### src/rtl/joint_rcservo.sv
// RC-servo joint driver: integrates a signed per-frame step into a clamped position and emits a hobby-servo PWM frame.
// Latency: position/feedback update on the frame-end edge; PWM is registered one clock behind the frame counter.
// Backpressure: none; the command is sampled once per frame and all outputs are free-running.
module joint_rcservo #(
  parameter int CLK_FREQ   = 48000000,
  parameter int SERVO_FREQ = 100
) (
  input  logic               clk,
  input  logic               rst_n,
  input  logic signed [31:0] jointFreqCmd,
  output logic signed [31:0] jointFeedback,
  output logic               PWM
);

  // Frame geometry in clocks: 1.5 ms centre, +/-0.5 ms travel.
  localparam int FRAME  = CLK_FREQ / SERVO_FREQ;
  localparam int CENTER = int'(longint'(CLK_FREQ) * 3 / 2000);
  localparam int HALF   = CLK_FREQ / 2000;
  localparam int CW     = $clog2(FRAME);

  localparam logic [CW-1:0]     LAST     = CW'(FRAME - 1);
  localparam logic [31:0]       CENTER_U = 32'(CENTER);
  localparam logic signed [32:0] SUM_MAX = 33'(HALF);
  localparam logic signed [32:0] SUM_MIN = -SUM_MAX;
  localparam logic signed [31:0] POS_MAX = 32'(HALF);
  localparam logic signed [31:0] POS_MIN = -POS_MAX;

  logic [CW-1:0]      cnt_q, cnt_d;
  logic signed [31:0] pos_q, pos_d;
  logic [31:0]        wid_q, wid_d;
  logic               pwm_q, pwm_d;
  logic signed [32:0] sum;

  // Frame counter, position integration with saturation, and pulse comparator.
  always_comb begin
    cnt_d = cnt_q + CW'(1);
    pos_d = pos_q;
    wid_d = wid_q;
    // 33-bit sum so an extreme command cannot wrap before the clamp.
    sum   = {pos_q[31], pos_q} + {jointFreqCmd[31], jointFreqCmd};
    if (cnt_q == LAST) begin
      cnt_d = '0;
      if (sum > SUM_MAX) begin
        pos_d = POS_MAX;
      end else if (sum < SUM_MIN) begin
        pos_d = POS_MIN;
      end else begin
        pos_d = sum[31:0];
      end
      // Width always lands in [CENTER-HALF, CENTER+HALF], so it stays positive.
      wid_d = CENTER_U + $unsigned(pos_d);
    end
    // Pulse is high while the counter is below the width latched for this frame.
    pwm_d = (32'(cnt_q) < wid_q);
  end

  // State registers; reset drops PWM immediately without a clock edge.
  always_ff @(posedge clk or negedge rst_n) begin
    if (!rst_n) begin
      cnt_q <= '0;
      pos_q <= '0;
      wid_q <= CENTER_U;
      pwm_q <= 1'b0;
    end else begin
      cnt_q <= cnt_d;
      pos_q <= pos_d;
      wid_q <= wid_d;
      pwm_q <= pwm_d;
    end
  end

  assign jointFeedback = pos_q;
  assign PWM           = pwm_q;

endmodule

### config.mk
export PLATFORM = sky130hd
export DESIGN_NAME = joint_rcservo
export DESIGN_NICKNAME = d
export VERILOG_FILES = /design/src/rtl/joint_rcservo.sv
export SDC_FILE = /design/constraint.sdc
export NUM_CORES = 1
export LEC_CHECK = 0
export CORE_MARGIN = 2
export CORE_UTILIZATION = 63
export DETAILED_ROUTE_END_ITERATION = 10
export GPL_TIMING_DRIVEN = 0
export PLACE_DENSITY = 0.88
export SYNTH_ARGS = -nofsm -noshare
export SYNTH_HDL_FRONTEND = slang
export SYNTH_SLANG_ARGS = --single-unit
### constraint.sdc
create_clock -name clk -period 16 [get_ports clk]
set_input_delay 3.2 -clock clk [delete_from_list [all_inputs] [get_ports clk]]
set_output_delay 3.2 -clock clk [all_outputs]
set_load 0.03 [all_outputs]
==> metrics.txt, run 1 <==
status=complete, no violations; Core Area=between 9000 and 10000 um2; max cap viols=0; TritonCTS buffer count=9; Synth area leaders=dfrtp_1, ha_1, nor2_1; critical path arrival=8.98 ns; Antenna Nets Post-Route=0; final wirelength=17600 um; Die X=103 um; worst skew pair latency=roughly 0.36 ns; root buffer cell=clkbuf_8; via count=6141; synth warn=0; layout cell share with drive strength beyond 1=6.79%; Final Instance Area=7290 um2; die area=roughly 11000 um2; gpl congestion=0.959; Post-layout nets=892; PwrDens=61.6 nW/um2; Post-CTS Setup Inserts=0; Hold Path Depth=1; CTS tree=yes; crit start category=input pin; DRC Markers=0; Fillers=716; unique cell type count in the Yosys netlist=78; Critical Path, Cell by Cell=clkdlybuf4s50_1, ha_1, inv_1, fa_1, nand2b_1, a211o_1, a2111o_1, nand3_1, o211ai_1, or4_1, or4b_4, nor4_4, mux2_4, nand2_1, ha_1, o21ai_0, nor2_1, a32oi_1, a21boi_0, o32a_1; initial antenna violation count=0; synthesized cell area=6220 um2; measured slew at the worst slew-check pin=0.907 ns; Critical-path top delay cell=or4_1; Slew HR=39.3%; EDFF count, synth=0; wire length per cell=18.7 um; Gate Count Post-Synth=between 700 and 800; cell with the most instances after synthesis=dfrtp_1; Critical Path Stages=20; Starting Density=around 64%; top cell type's share of synthesized area=29.4%; final worst slack=approximately 7.3 ns; Ports=67; Register-to-Register Path Depth=19; min cycle time layout=8.70 ns; hold crit path type=reg -> reg; DP HPWL=13400 um; die height=103 um; Crit. End Element=flip-flop; GRT overflow=0; maximum vdd drop=49.7 uV; dominant synthesized flop cell=dfrtp_1; CP Class=in -> reg; Port Buffers=66; Leak=0.00324 uW; crit-path max FO=6; initial detailed-routing violation count=528; Initial DRT Pass Iterations=8; Bufs and invs on worst path=2; Crit path largest cell delay=0.55 ns; sequential area share after synthesis=31.5%; ys async rst share=100%; max frequency=115 MHz; Hold Fails Final Rpt=0; # setup viols final=0; vias in the first global route=5911; Hold Buf Count CTS=0; post-layout util=75.2%; syn_nets=814; setup TNS=0 ns; cell mode on critical path=ha_1; placed cell area=7070 um2; clock slew at reported path FFs=0.09 ns; H-tree Lvls=3; CP delay by family, top=compound AO/OA/AOI/OAI gates; fin crit share=54.4%; post-synth top area cell=dfrtp_1; Syn Area/Cell=8.56 um2; largest net degree at the start of global routing=60; Rows=36; Area Overhead vs Synth=17.1%; # diodes=0; most common library cells after synthesis=dfrtp_1, nor2_1, ha_1, nand2_1, a21oi_1; cts repair resizes=0; global-route wire length before repair=28800 um; Slew Viols, Final=0; required time of the worst setup path=around 16 ns; RSZ-0062 raised after global routing=no; Vias/cell=6.51; Setup WS pre-CTS=~7 ns; Worst Skew=0.0162 ns; global-route usage over all layers=34.5%; Seq cells post-synth=78; CTS max path bufs=2; clock sink count=78
## metrics by stage
stage / std cells / hold WS, ns / power [uW]
3_3_place_gp: 926 / 0.470 / 281
4_1_cts: 943 / 0.494 / 446
2_1_floorplan: 727 / 0.454 / 255
3_5_place_dp: 927 / 0.473 / 283
6_report: 943 / 0.490 / 449
5_1_grt: 943 / 0.510 / 465
## cell usage in the layout (no fill, tap or decap), types with 6 or more instances in the layout
| cell type | n |
|---|---|
| clkdlybuf4s50_1 | 65 |
| a21o_1 | 20 |
| clkbuf_1 | 32 |
| xnor2_1 | 21 |
| xor2_1 | 18 |
| and2_1 | 22 |
| nor2b_1 | 7 |
| nand2_1 | 52 |
| a211oi_1 | 13 |
| dfrtp_1 | 73 |
| o21a_1 | 22 |
| o22ai_1 | 8 |
| nor4_1 | 10 |
| nor2_1 | 62 |
| clkbuf_8 | 9 |
| and4_1 | 6 |
| a31oi_1 | 8 |
| o21ai_0 | 41 |
| nor3_1 | 20 |
| and3_1 | 11 |
| o211ai_1 | 6 |
| nand2b_1 | 7 |
| buf_4 | 7 |
| a21boi_0 | 6 |
| nand3_1 | 18 |
| ha_1 | 52 |
| inv_1 | 29 |
| nand4_1 | 19 |
| a21oi_1 | 44 |
## routing by layer
layer  vias up  track usage (%)  share of wire (%)
met5         -                0                  0
met3        48             4.70                7.2
met2       319             57.8                 48
li1       2860                -                  -
met1      2914             44.5                 42
met4         0             15.2                3.4
## sequential cells by signal, indices dropped and copies added (netlist names)
| register | flops |
|---|---|
| jointFeedback | 32 |
| cnt_q | 19 |
| PWM | 1 |
| wid_q | 26 |
## kinds of logic after synthesis
group / count (synthesis) / synth area share [%]
multiplexers: 3 / 0.583
adder cells (fa/ha/maj): 53 / 10.8
AND/OR/NAND/NOR: 259 / 21.9
buffers and inverters: 69 / 4.69
AO/OA/AOI/OAI: 226 / 25.0
flip-flops: 78 / 31.5
XOR/XNOR: 39 / 5.49
## final cells by class
type	count	area (um2)	area share [%]
plain buffers	40	183	2.51
clock buffers	11	131	1.80
clock inverters	5	82.6	1.13
inverters	29	109	1.49
multi-input cells	580	3970	54.5
flip-flops and latches	78	1960	26.9
well taps	133	166	2.28
repair buffers	67	686	9.41
## path summary, 6_finish.rpt
path / to / slack (ns) / from
max reg2reg: wid_q[12]$_DFFE_PN1N_ / 10.17 / jointFeedback[0]$_DFFE_PN0N_
max in group asynchronous: wid_q[16]$_DFFE_PN1N_ / 12.62 / rst_n
min reg2reg: wid_q[24]$_DFFE_PN0N_ / 0.49 / wid_q[24]$_DFFE_PN0N_
min: wid_q[24]$_DFFE_PN0N_ / 0.49 / wid_q[24]$_DFFE_PN0N_
min in group asynchronous: jointFeedback[15]$_DFFE_PN0N_ / 2.73 / rst_n
max: wid_q[12]$_DFFE_PN1N_ / 7.30 / jointFreqCmd[0]
## power breakdown
part / leakage (uW) / internal, uW / switching [uW]
sequential: 0.000979 / 198 / 0.759
clock: 0.000108 / 88.7 / 77.6
combinational: 0.00215 / 32.0 / 51.4
total: 0.00324 / 319 / 130
## worst reg2reg max path: stages (launching register included)
cell      delay, ns
dfrtp_1        0.41
ha_1           0.21
inv_1          0.06
fa_1           0.39
nand2b_1       0.19
a211o_1        0.34
a2111o_1       0.49
nand3_1        0.14
o211ai_1       0.16
or4_1          0.55
or4b_4         0.54
nor4_4         0.39
mux2_4         0.24
nand2_1        0.06
ha_1           0.28
o21ai_0        0.38
nor2_1         0.08
a32oi_1        0.35
a21boi_0       0.15
o32a_1         0.35
(Power assumes the default switching activity.)
==> run 2: changes to the inputs <==
CORE_UTILIZATION = 52   (was 63)
PLACE_DENSITY = 0.77   (was 0.88)
clock period = 7.5 ns   (was 16 ns; I/O delays follow)
==> run 2 against run 1 <==
Compared with the run above:
- via count shrank 4.3%
- setup slack worse by 6.8 ns
- largest cell class unchanged
- highest routed layer unchanged
- critical path depth stayed put
- combinational power rose by 110%
- global-route usage is 7.0 points lower
- core utilization shrank 11 points
- largest power group is now clock
- routed wire length is 3.8% lower
- clock skew decreased by 0.0078 ns
- cell count up 1.1%
- sequential power increased by 110%
- power up 150%
- clock power rose to 3.1 times the previous value
==> metrics.txt, run 2 (synthesis results as in run 1) <==
status=complete, no violations (unchanged); Antenna Nets Post-Route=0 (unchanged); crit-path max FO=9 (was 6); max cap viols=0 (unchanged); CP startpoint=jointFreqCmd[0] (unchanged); final wirelength=17000 um (was 17600 um); Critical-path top delay cell=or4_1 (unchanged); Worst Skew=0.00843 ns (was 0.0162 ns); Core Area=11600 um2 (was 9680 um2); Critical Path, Cell by Cell=clkdlybuf4s50_1, ha_1, inv_1, fa_1, nand2b_1, a211o_1, a2111o_1, a31oi_1, nand3_1, a221o_1, or4_1, nor3b_4, mux2_4, nand2_1, ha_1, o21ai_0, nor2_1, a32oi_1, a21boi_0, o32a_1 (was clkdlybuf4s50_1, ha_1, inv_1, fa_1, nand2b_1, a211o_1, a2111o_1, nand3_1, o211ai_1, or4_1, or4b_4, nor4_4, mux2_4, nand2_1, ha_1, o21ai_0, nor2_1, a32oi_1, a21boi_0, o32a_1); Register-to-Register Path Depth=19 (unchanged); Die X=113 um (was 103 um); global-route usage over all layers=27.5% (was 34.5%); DP HPWL=13100 um (was 13400 um); Hold Buf Count CTS=0 (unchanged); wire length per cell=17.8 um (was 18.7 um); fin crit share=93.3%; hold crit path type=reg -> reg (unchanged); Slew HR=41.3% (was 39.3%); Slew Viols, Final=0 (unchanged); largest net degree at the start of global routing=63 (was 60); max reg flops=32 (unchanged); setup TNS=0 ns (unchanged); Crit. End Element=flip-flop (unchanged); root buffer cell=clkbuf_16 (was clkbuf_8); RSZ-0062 raised after global routing=no (unchanged); die area=12900 um2 (was 10700 um2); GRT overflow=0 (unchanged); Area Overhead vs Synth=19.5% (was 17.1%); r2r setup slk=1.69 ns (was 10.17 ns); Leak=0.00330 uW (was 0.00324 uW); post-layout util=64.3% (was 75.2%); Post-layout nets=892 (unchanged); worst flop-to-flop path endpoint=wid_q[12]$_DFFE_PN1N_ (unchanged); TritonCTS buffer count=9 (unchanged); most common cell after layout, fill and taps aside=dfrtp_1 (unchanged); H-tree Lvls=3 (unchanged); clock sink count=78 (unchanged); # setup viols final=0 (unchanged); Initial DRT Pass Iterations=5 (was 8); measured slew at the worst slew-check pin=0.878 ns (was 0.907 ns); gpl congestion=0.935 (was 0.959); layout cell share with drive strength beyond 1=7.04% (was 6.79%); DRC Markers=0 (unchanged); required time of the worst setup path=7.78 ns (was 16.29 ns); clock slew at reported path FFs=0.06 ns (was 0.09 ns); initial detailed-routing violation count=384 (was 528); # diodes=0 (unchanged); commonest cells after routing, fill and taps aside=dfrtp_1, clkdlybuf4s50_1, nor2_1 (unchanged); PwrDens=149 nW/um2 (was 61.6 nW/um2); Vias/cell=6.17 (was 6.51); R2R Path Start=jointFeedback[0]$_DFFE_PN0N_ (unchanged); die height=113 um (was 103 um); crit start category=input pin (unchanged); worst skew pair latency=0.35 ns (was 0.36 ns); min cycle time layout=7.00 ns; Rows=39 (was 36); cell mode on critical path=ha_1 (unchanged); cts repair resizes=0 (unchanged); Worst setup endpoint=wid_q[12]$_DFFE_PN1N_ (unchanged); max frequency=143 MHz; vias in the first global route=5836 (was 5911); Fillers=1000 (was 716); Post-CTS Setup Inserts=0 (unchanged); via count=5877 (was 6141); Starting Density=53.8% (was 64.2%); Hold Fails Final Rpt=0 (unchanged); maximum vdd drop=135 uV (was 49.7 uV); CTS max path bufs=2 (unchanged); CP Class=in -> reg (unchanged); CTS tree=yes (unchanged); Ports=67 (unchanged); global-route wire length before repair=28400 um (was 28800 um); critical path arrival=7.27 ns (was 8.98 ns); initial antenna violation count=0 (unchanged); Crit path largest cell delay=0.55 ns (about the same); Port Buffers=66 (unchanged); total chip power=1110 uW (was 449 uW)
run 2: cell types whose count changed in the layout (fill, tap and decap cells not counted):
cell / previous run / this run
clkbuf_16: 0 / 9
clkinv_4: 1 / 2
clkbuf_1: 32 / 30
clkbuf_8: 9 / 0
bufinv_16: 2 / 3
run 2: worst max-delay path: cells and delay by family:
family	cells	cell delay (ns)
AOI/OAI and AO/OA	8	2.71
and+or+nand+nor	6	1.44
adders and majority gates	3	0.85
muxes	1	0.25
buffers and inverters	2	0.52
run 2: cell type report:
| cell class | count | area (um2) | area share (%) |
|---|---|---|---|
| buffer | 40 | 183 | 2.46 |
| clock buffer | 9 | 225 | 3.03 |
| clock inverter | 7 | 121 | 1.63 |
| inverter | 29 | 109 | 1.46 |
| multi-input combinational | 580 | 3970 | 53.4 |
| sequential | 78 | 1960 | 26.3 |
| tap | 143 | 179 | 2.41 |
| timing repair buffer | 67 | 686 | 9.23 |
run 2: through the flow:
stage               hold slack [ns]  setup slack, ns  instances  instance area, um2
floorplan                     0.454             1.34        727                6220
global placement              0.470            0.212        936                7060
detailed placement            0.476            0.245        937                7090
CTS                           0.492            0.595        953                7430
global route                  0.508            0.174        953                7430
finish                        0.487            0.504        953                7430
run 2: worst min path at each step:
stage / start / end / slack (ns) / depth (start not counted)
floorplan: wid_q[28]$_DFFE_PN0N_ / wid_q[28]$_DFFE_PN0N_ / 0.45 / 1
global placement: wid_q[29]$_DFFE_PN0N_ / wid_q[29]$_DFFE_PN0N_ / 0.47 / 1
detailed placement: wid_q[19]$_DFFE_PN0N_ / wid_q[19]$_DFFE_PN0N_ / 0.48 / 1
CTS: wid_q[24]$_DFFE_PN0N_ / wid_q[24]$_DFFE_PN0N_ / 0.49 / 1
global route: wid_q[22]$_DFFE_PN0N_ / wid_q[22]$_DFFE_PN0N_ / 0.51 / 1
finish: wid_q[19]$_DFFE_PN0N_ / wid_q[19]$_DFFE_PN0N_ / 0.49 / 1
run 2: where the power goes:
part	switching [uW]	leakage [uW]	internal (uW)	total, uW
Combinational	109	0.00215	68.4	177
Clock	182	0.000170	327	509
Sequential	1.39	0.000979	423	424
run 2: routing by layer:
layer  up-vias  routed length, um  GRT usage [%]  share of wire (%)
li1       2837                  -              -                  -
met1      2797               7790           37.1                 46
met2       206               7740           44.0                 46
met3        37                977           4.78                5.8
met4         0                452           11.2                2.7
met5         -                  0              0                  0
